### src/rtl/carregador_programa_if.sv
// Byte-stream input and program-memory write port of the program loader.
// master: the loader side; slave: byte source plus memory/control-unit side.
interface carregador_programa_if #(
  parameter int unsigned ADDR_WIDTH = 16
);
  logic [7:0]            in_byte;
  logic                  in_valid;
  logic                  in_ready;
  logic [ADDR_WIDTH-1:0] mem_addr;
  logic [15:0]           mem_data;
  logic                  mem_we;
  logic                  halt_cpu;
  logic                  busy;
  logic                  done;
  logic                  error;

  modport master (
    input  in_byte, in_valid,
    output in_ready, mem_addr, mem_data, mem_we, halt_cpu, busy, done, error
  );

  modport slave (
    output in_byte, in_valid,
    input  in_ready, mem_addr, mem_data, mem_we, halt_cpu, busy, done, error
  );
endinterface

### src/rtl/carregador_programa.sv
// Program-memory loader: parses SYNC/ADDR/CNT/words[/CHK] frames and writes words to memory.
// Define CARREGADOR_CHECKSUM_EN to expect and verify the trailing XOR checksum byte.
module carregador_programa #(
  parameter int unsigned ADDR_WIDTH = 16,
  parameter logic [7:0]  SYNC_BYTE  = 8'hA5
) (
  input logic                   clk,
  input logic                   rst,
  carregador_programa_if.master bus
);

  typedef enum logic [3:0] {
    StIdle, StAddrH, StAddrL, StCntH, StCntL, StDataH, StDataL, StWrite,
`ifdef CARREGADOR_CHECKSUM_EN
    StCheck,
`endif
    StDone
  } state_e;

`ifdef CARREGADOR_CHECKSUM_EN
  localparam state_e StTail = StCheck;
`else
  localparam state_e StTail = StDone;
`endif

  state_e                state_q, state_d;
  logic [7:0]            addr_hi_q, addr_hi_d;
  logic [ADDR_WIDTH-1:0] addr_q, addr_d;
  logic [15:0]           cnt_q, cnt_d;
  logic [15:0]           data_q, data_d;
  logic                  in_ready_q, in_ready_d;
  logic                  mem_we_q, mem_we_d;
  logic                  busy_q, busy_d;
  logic                  done_q, done_d;
  logic                  error_q, error_d;
  logic                  accept;
  logic                  match;
`ifdef CARREGADOR_CHECKSUM_EN
  logic [7:0]            chk_q, chk_d;
`endif

  always_comb begin
    accept    = bus.in_valid && in_ready_q;
    state_d   = state_q;
    addr_hi_d = addr_hi_q;
    addr_d    = addr_q;
    cnt_d     = cnt_q;
    data_d    = data_q;
    error_d   = error_q;
    match     = 1'b1;
`ifdef CARREGADOR_CHECKSUM_EN
    chk_d     = chk_q;
    // Everything between SYNC and CHK feeds the running checksum.
    if (accept && state_q != StIdle && state_q != StCheck) begin
      chk_d = chk_q ^ bus.in_byte;
    end
`endif

    unique case (state_q)
      StIdle: begin
        if (accept && bus.in_byte == SYNC_BYTE) begin
          state_d = StAddrH;
          error_d = 1'b0;
`ifdef CARREGADOR_CHECKSUM_EN
          chk_d   = 8'h00;
`endif
        end
      end
      StAddrH: if (accept) begin
        addr_hi_d = bus.in_byte;
        state_d   = StAddrL;
      end
      StAddrL: if (accept) begin
        addr_d  = ADDR_WIDTH'({addr_hi_q, bus.in_byte});
        state_d = StCntH;
      end
      StCntH: if (accept) begin
        cnt_d[15:8] = bus.in_byte;
        state_d     = StCntL;
      end
      StCntL: if (accept) begin
        cnt_d[7:0] = bus.in_byte;
        state_d    = ({cnt_q[15:8], bus.in_byte} == 16'd0) ? StTail : StDataH;
      end
      StDataH: if (accept) begin
        data_d[15:8] = bus.in_byte;
        state_d      = StDataL;
      end
      StDataL: if (accept) begin
        data_d[7:0] = bus.in_byte;
        state_d     = StWrite;
      end
      StWrite: begin
        addr_d  = addr_q + 1'b1;
        cnt_d   = cnt_q - 16'd1;
        state_d = (cnt_q == 16'd1) ? StTail : StDataH;
      end
`ifdef CARREGADOR_CHECKSUM_EN
      StCheck: if (accept) begin
        match   = (bus.in_byte == chk_q);
        error_d = !match;
        state_d = StDone;
      end
`endif
      StDone:  state_d = StIdle;
      default: state_d = StIdle;
    endcase

    // Outputs are registered from the next state so nothing reaches them combinationally.
    in_ready_d = !(state_d == StWrite || state_d == StDone);
    mem_we_d   = (state_d == StWrite);
    busy_d     = (state_d != StIdle);
    done_d     = (state_d == StDone) && match;
  end

  always_ff @(posedge clk) begin
    if (rst) begin
      state_q    <= StIdle;
      addr_hi_q  <= 8'h00;
      addr_q     <= '0;
      cnt_q      <= 16'd0;
      data_q     <= 16'd0;
      in_ready_q <= 1'b0;
      mem_we_q   <= 1'b0;
      busy_q     <= 1'b0;
      done_q     <= 1'b0;
      error_q    <= 1'b0;
`ifdef CARREGADOR_CHECKSUM_EN
      chk_q      <= 8'h00;
`endif
    end else begin
      state_q    <= state_d;
      addr_hi_q  <= addr_hi_d;
      addr_q     <= addr_d;
      cnt_q      <= cnt_d;
      data_q     <= data_d;
      in_ready_q <= in_ready_d;
      mem_we_q   <= mem_we_d;
      busy_q     <= busy_d;
      done_q     <= done_d;
      error_q    <= error_d;
`ifdef CARREGADOR_CHECKSUM_EN
      chk_q      <= chk_d;
`endif
    end
  end

  assign bus.in_ready = in_ready_q;
  assign bus.mem_addr = addr_q;
  assign bus.mem_data = data_q;
  assign bus.mem_we   = mem_we_q;
  assign bus.halt_cpu = busy_q;
  assign bus.busy     = busy_q;
  assign bus.done     = done_q;
  assign bus.error    = error_q;

endmodule

### src/flat_wrapper.sv
// flat-port wrapper written by rule: the top's interface ports become plain ports
module carregador_programa_flat 
#(
  parameter int unsigned ADDR_WIDTH = 16,
  parameter logic [7:0]  SYNC_BYTE  = 8'hA5
)
  (clk, rst, bus_in_byte, bus_in_valid, bus_in_ready, bus_mem_addr, bus_mem_data, bus_mem_we, bus_halt_cpu, bus_busy, bus_done, bus_error);
  carregador_programa_if #(.ADDR_WIDTH(ADDR_WIDTH)) bus_i ();
  input logic clk;
  input logic rst;
  input wire logic [$bits(bus_i.in_byte)-1:0] bus_in_byte;
  input wire logic [$bits(bus_i.in_valid)-1:0] bus_in_valid;
  output wire logic [$bits(bus_i.in_ready)-1:0] bus_in_ready;
  output wire logic [$bits(bus_i.mem_addr)-1:0] bus_mem_addr;
  output wire logic [$bits(bus_i.mem_data)-1:0] bus_mem_data;
  output wire logic [$bits(bus_i.mem_we)-1:0] bus_mem_we;
  output wire logic [$bits(bus_i.halt_cpu)-1:0] bus_halt_cpu;
  output wire logic [$bits(bus_i.busy)-1:0] bus_busy;
  output wire logic [$bits(bus_i.done)-1:0] bus_done;
  output wire logic [$bits(bus_i.error)-1:0] bus_error;
  assign bus_i.in_byte = bus_in_byte;
  assign bus_i.in_valid = bus_in_valid;
  assign bus_in_ready = bus_i.in_ready;
  assign bus_mem_addr = bus_i.mem_addr;
  assign bus_mem_data = bus_i.mem_data;
  assign bus_mem_we = bus_i.mem_we;
  assign bus_halt_cpu = bus_i.halt_cpu;
  assign bus_busy = bus_i.busy;
  assign bus_done = bus_i.done;
  assign bus_error = bus_i.error;
  carregador_programa #(.ADDR_WIDTH(ADDR_WIDTH), .SYNC_BYTE(SYNC_BYTE)) u_core (.clk(clk), .rst(rst), .bus(bus_i));
endmodule
### config.mk
export PLATFORM = sky130hd
export DESIGN_NAME = carregador_programa_flat
export DESIGN_NICKNAME = d
export VERILOG_FILES = /design/src/rtl/carregador_programa_if.sv /design/src/rtl/carregador_programa.sv /design/src/flat_wrapper.sv
export SDC_FILE = /design/constraint.sdc
export NUM_CORES = 1
export LEC_CHECK = 0
export CORE_ASPECT_RATIO = 0.7
export CORE_MARGIN = 3
export CORE_UTILIZATION = 40
export CTS_BUF_LIST = sky130_fd_sc_hd__clkbuf_8
export CTS_CLUSTER_SIZE = 20
export DETAILED_ROUTE_END_ITERATION = 8
export PLACE_DENSITY = 0.61
export SYNTH_ARGS = -nofsm -noshare
export SYNTH_HDL_FRONTEND = slang
export SYNTH_SLANG_ARGS = --single-unit
### constraint.sdc
create_clock -name clk -period 1.8 [get_ports clk]
set_input_delay 0.36 -clock clk [delete_from_list [all_inputs] [get_ports clk]]
set_output_delay 0.36 -clock clk [all_outputs]
set_load 0.02 [all_outputs]
==> results by group <==
Outcome
  • Status: finished clean

Critical path
  • Setup Crit Path Kind: input port to register
  • R2R Path End: u_core.bus.done$_SDFF_PP0_
  • Reg2reg path depth: 5
  • Reg2reg setup slack: roughly 0.07 ns
  • Origin of the worst setup path: bus_in_byte[5]
  • Worst Path Required: 2.01 ns
  • WP data arrival: approximately 2.0 ns
  • CP max FO: 3
  • CP Capture Point: u_core.state_q[0]$_SDFF_PP0_
  • CP Launch Type: input port
  • R2R Path Start: u_core.state_q[2]$_SDFF_PP0_
  • Critical Path Sink Type: register

Synth
  • Synthesized flop and latch total: 64
  • Synth area leader: dfxtp_1
  • Syn Area/Cell: roughly 8.4 µm²
  • Count leader, synth: dfxtp_1
  • Post-synth top flop: dfxtp_1
  • Cells after Synth: 384
  • Synthesized area: about 3200 µm²
  • Sequential area share after synthesis: 0.398
  • Post-synth top cells: 64 x dfxtp_1, 39 x nand2_1, 37 x a21oi_1, 30 x nor2_1, 20 x clkbuf_1
  • Unique masters post-synth: between 50 and 60
  • Mapped Nets: ~400
  • Synth top area cells: dfxtp_1 40%, a21oi_1 5.7%, mux2i_1 5.3%
  • Synth Warn #: 0
  • Post-synth EDFFs: 0
  • Post-synth top area share: 0.398
  • Async set-or-reset flop fraction in the synthesized netlist: 0

Detailed routing
  • Total Wirelength: 10400 µm
  • Via density: just under 6
  • Vias: ~3400
  • Drt pass-1 iters: 5
  • DRC viols: 0
  • Drt wl/cell: ~18 µm
  • ANT nets after route: 0
  • DR iter-0 viols: about 330

Clocking
  • H-tree levels: 3
  • Root Buffer: clkbuf_8
  • Register clock-pin slew on the reported worst setup and hold paths: roughly 0.080 ns
  • CTS Buf Count: 9
  • CTS Hold Bufs: 0
  • Clock Sinks: between 60 and 70
  • Clk_lat worst skew: between 0.3 and 0.4 ns
  • CTS tree: yes
  • CTS max path bufs: 2

Layout
  • Fin area: 4350 µm²
  • Final nets: roughly 480
  • Layout area overhead: 34.9%
  • Sequential cell area: ~1300 µm²
  • Multi-input gate area: ~1800 µm²
  • Fill count: about 720
  • Post-route insts no fill: between 500 and 600
  • Layout cell share with drive strength beyond 1: 0.186
  • Inserted Diodes: 0
  • Final design utilization: 0.576

GRT
  • Largest net degree at the start of global routing: 44
  • Grt total ovfl: 0
  • First-pass GRT wire length: 16700 µm
  • Vias in the first global route: 3180
  • Initial antenna violation count: 0
  • Total GRT Usage: 0.232

Floorplan
  • Die ar.: slightly above 9000 µm²
  • Die height: 81.1 µm
  • Die width: about 110 µm
  • # IOs: 49
  • Core ar.: roughly 7500 µm²
  • Initial core utilization: 0.427
  • FP Rows: 26

Timing
  • Final worst setup slack: ~0.048 ns
  • Worst hold slack: ~0.45 ns
  • Fin crit period: 1.75 ns
  • RSZ-0062 raised after global routing: true
  • Final setup viols: 0
  • Final Max Tran Viols: 0
  • Final Hold Fails: 0
  • Final period utilization: 0.973
  • Clk_skew: around 0.0096 ns
  • Max Freq: 571 MHz

Worst hold path
  • HP Class: input port to register

Placement
  • Placed instance area: 4100 µm²
  • HPWL after detailed placement: 7420 µm
  • Dpl ws: -0.297 ns
  • Dpl cells: 552
  • Port Buffer Count: 47
  • RePlAce Congestion: just under 0.9

Power
  • Pleak: around 1.6 nW
  • PwrDens: 648 nW/µm²
  • Peak supply drop: 0.418 mV

Run
  • Max_cap viols: 0
[through the flow]
step / TNS (ns) / total power [W]
3_5_place_dp: -7.60 / 0.00158
4_1_cts: 0 / 0.00285
2_1_floorplan: 0 / 0.00150
3_3_place_gp: -7.12 / 0.00158
5_1_grt: -0.0382 / 0.00292
6_report: 0 / 0.00282
[power by group]
group / total (W) / internal, W / switching [W]
sequential: 0.00142 / 0.00141 / 0.00000330
combinational: 0.000129 / 0.0000524 / 0.0000762
clock: 0.00127 / 0.000651 / 0.000619
total: 0.00282 / 0.00212 / 0.000699
[placed cells by master (no fill, tap or decap), types with 6 or more instances in the layout]
cell | Yosys | layout
a21oi_1 | 37 | 36
a31oi_1 | 13 | 13
and2_1 | 7 | 7
buf_4 | 2 | 51
clkbuf_8 | 0 | 9
clkdlybuf4s50_1 | 0 | 35
dfxtp_1 | 64 | 60
dlymetal6s2s_1 | 0 | 6
inv_1 | 7 | 7
mux2i_1 | 17 | 17
nand2_1 | 39 | 39
nand3_1 | 15 | 15
nand4_1 | 9 | 9
nand4b_1 | 6 | 6
nor2_1 | 30 | 30
nor3_1 | 8 | 8
o21ai_0 | 12 | 12
or3_1 | 6 | 6
[flip-flops by register name, indices dropped and copies added (netlist names)]
| register | cells |
|---|---|
| u_core.bus.busy | 1 |
| u_core.bus.mem_we | 1 |
| u_core.state_q | 4 |
| u_core.bus.mem_data | 16 |
| u_core.bus.in_ready | 1 |
| u_core.cnt_q | 16 |
| u_core.addr_hi_q | 8 |
| u_core.bus.mem_addr | 16 |
| u_core.bus.done | 1 |
[area by class of cell]
cell class | instances | share of cell area
multi-input cells | 284 | 0.414
flip-flops and latches | 64 | 0.297
repair buffers | 101 | 0.209
clock buffers | 9 | 0.0285
well taps | 98 | 0.0282
clock inverters | 7 | 0.0179
inverters | 7 | 0.00605
[cells by family after synthesis]
family	share of synthesized area
and+or+nand+nor	0.267
other	0.00116
DFF	0.398
buffers and inverters	0.0470
AOI/OAI and AO/OA	0.217
xor gates and xnor gates	0.00544
adders and majority gates	0.0117
muxes	0.0528
[worst min path at each step]
stage | startpoint | endpoint | slack [ns] | cells after the start
3_3_place_gp | u_core.addr_hi_q[6]$_SDFFE_PP0P_ | u_core.addr_hi_q[6]$_SDFFE_PP0P_ | 0.45 | 2
3_5_place_dp | u_core.addr_hi_q[1]$_SDFFE_PP0P_ | u_core.addr_hi_q[1]$_SDFFE_PP0P_ | 0.45 | 2
6_report | rst | u_core.addr_hi_q[7]$_SDFFE_PP0P_ | 0.45 | 2
5_1_grt | rst | u_core.state_q[2]$_SDFF_PP0_ | 0.46 | 2
2_1_floorplan | u_core.addr_hi_q[5]$_SDFFE_PP0P_ | u_core.addr_hi_q[5]$_SDFFE_PP0P_ | 0.43 | 2
4_1_cts | rst | u_core.addr_hi_q[7]$_SDFFE_PP0P_ | 0.43 | 2
[layer usage]
layer / up-vias / part of all wire / global-route usage
met5: - / 0 / 0
met4: 0 / 0.014 / 0.0564
met3: 15 / 0.080 / 0.0529
met2: 142 / 0.42 / 0.337
met1: 1597 / 0.49 / 0.344
li1: 1611 / - / -
[critical path, cell delays in order]
cell             delay, ns
clkdlybuf4s50_1       0.43
nor4_1                0.41
buf_4                 0.20
nand4_1               0.16
a22oi_1               0.30
a21oi_1               0.12
[timing repair]
action,in CTS,in global routing
pin swaps,0,5
endpoints found under the setup margin,7,19
gates resized for setup,6,13
buffers inserted,0,2
endpoints found under the hold margin,0,0
(Power assumes the default switching activity.)
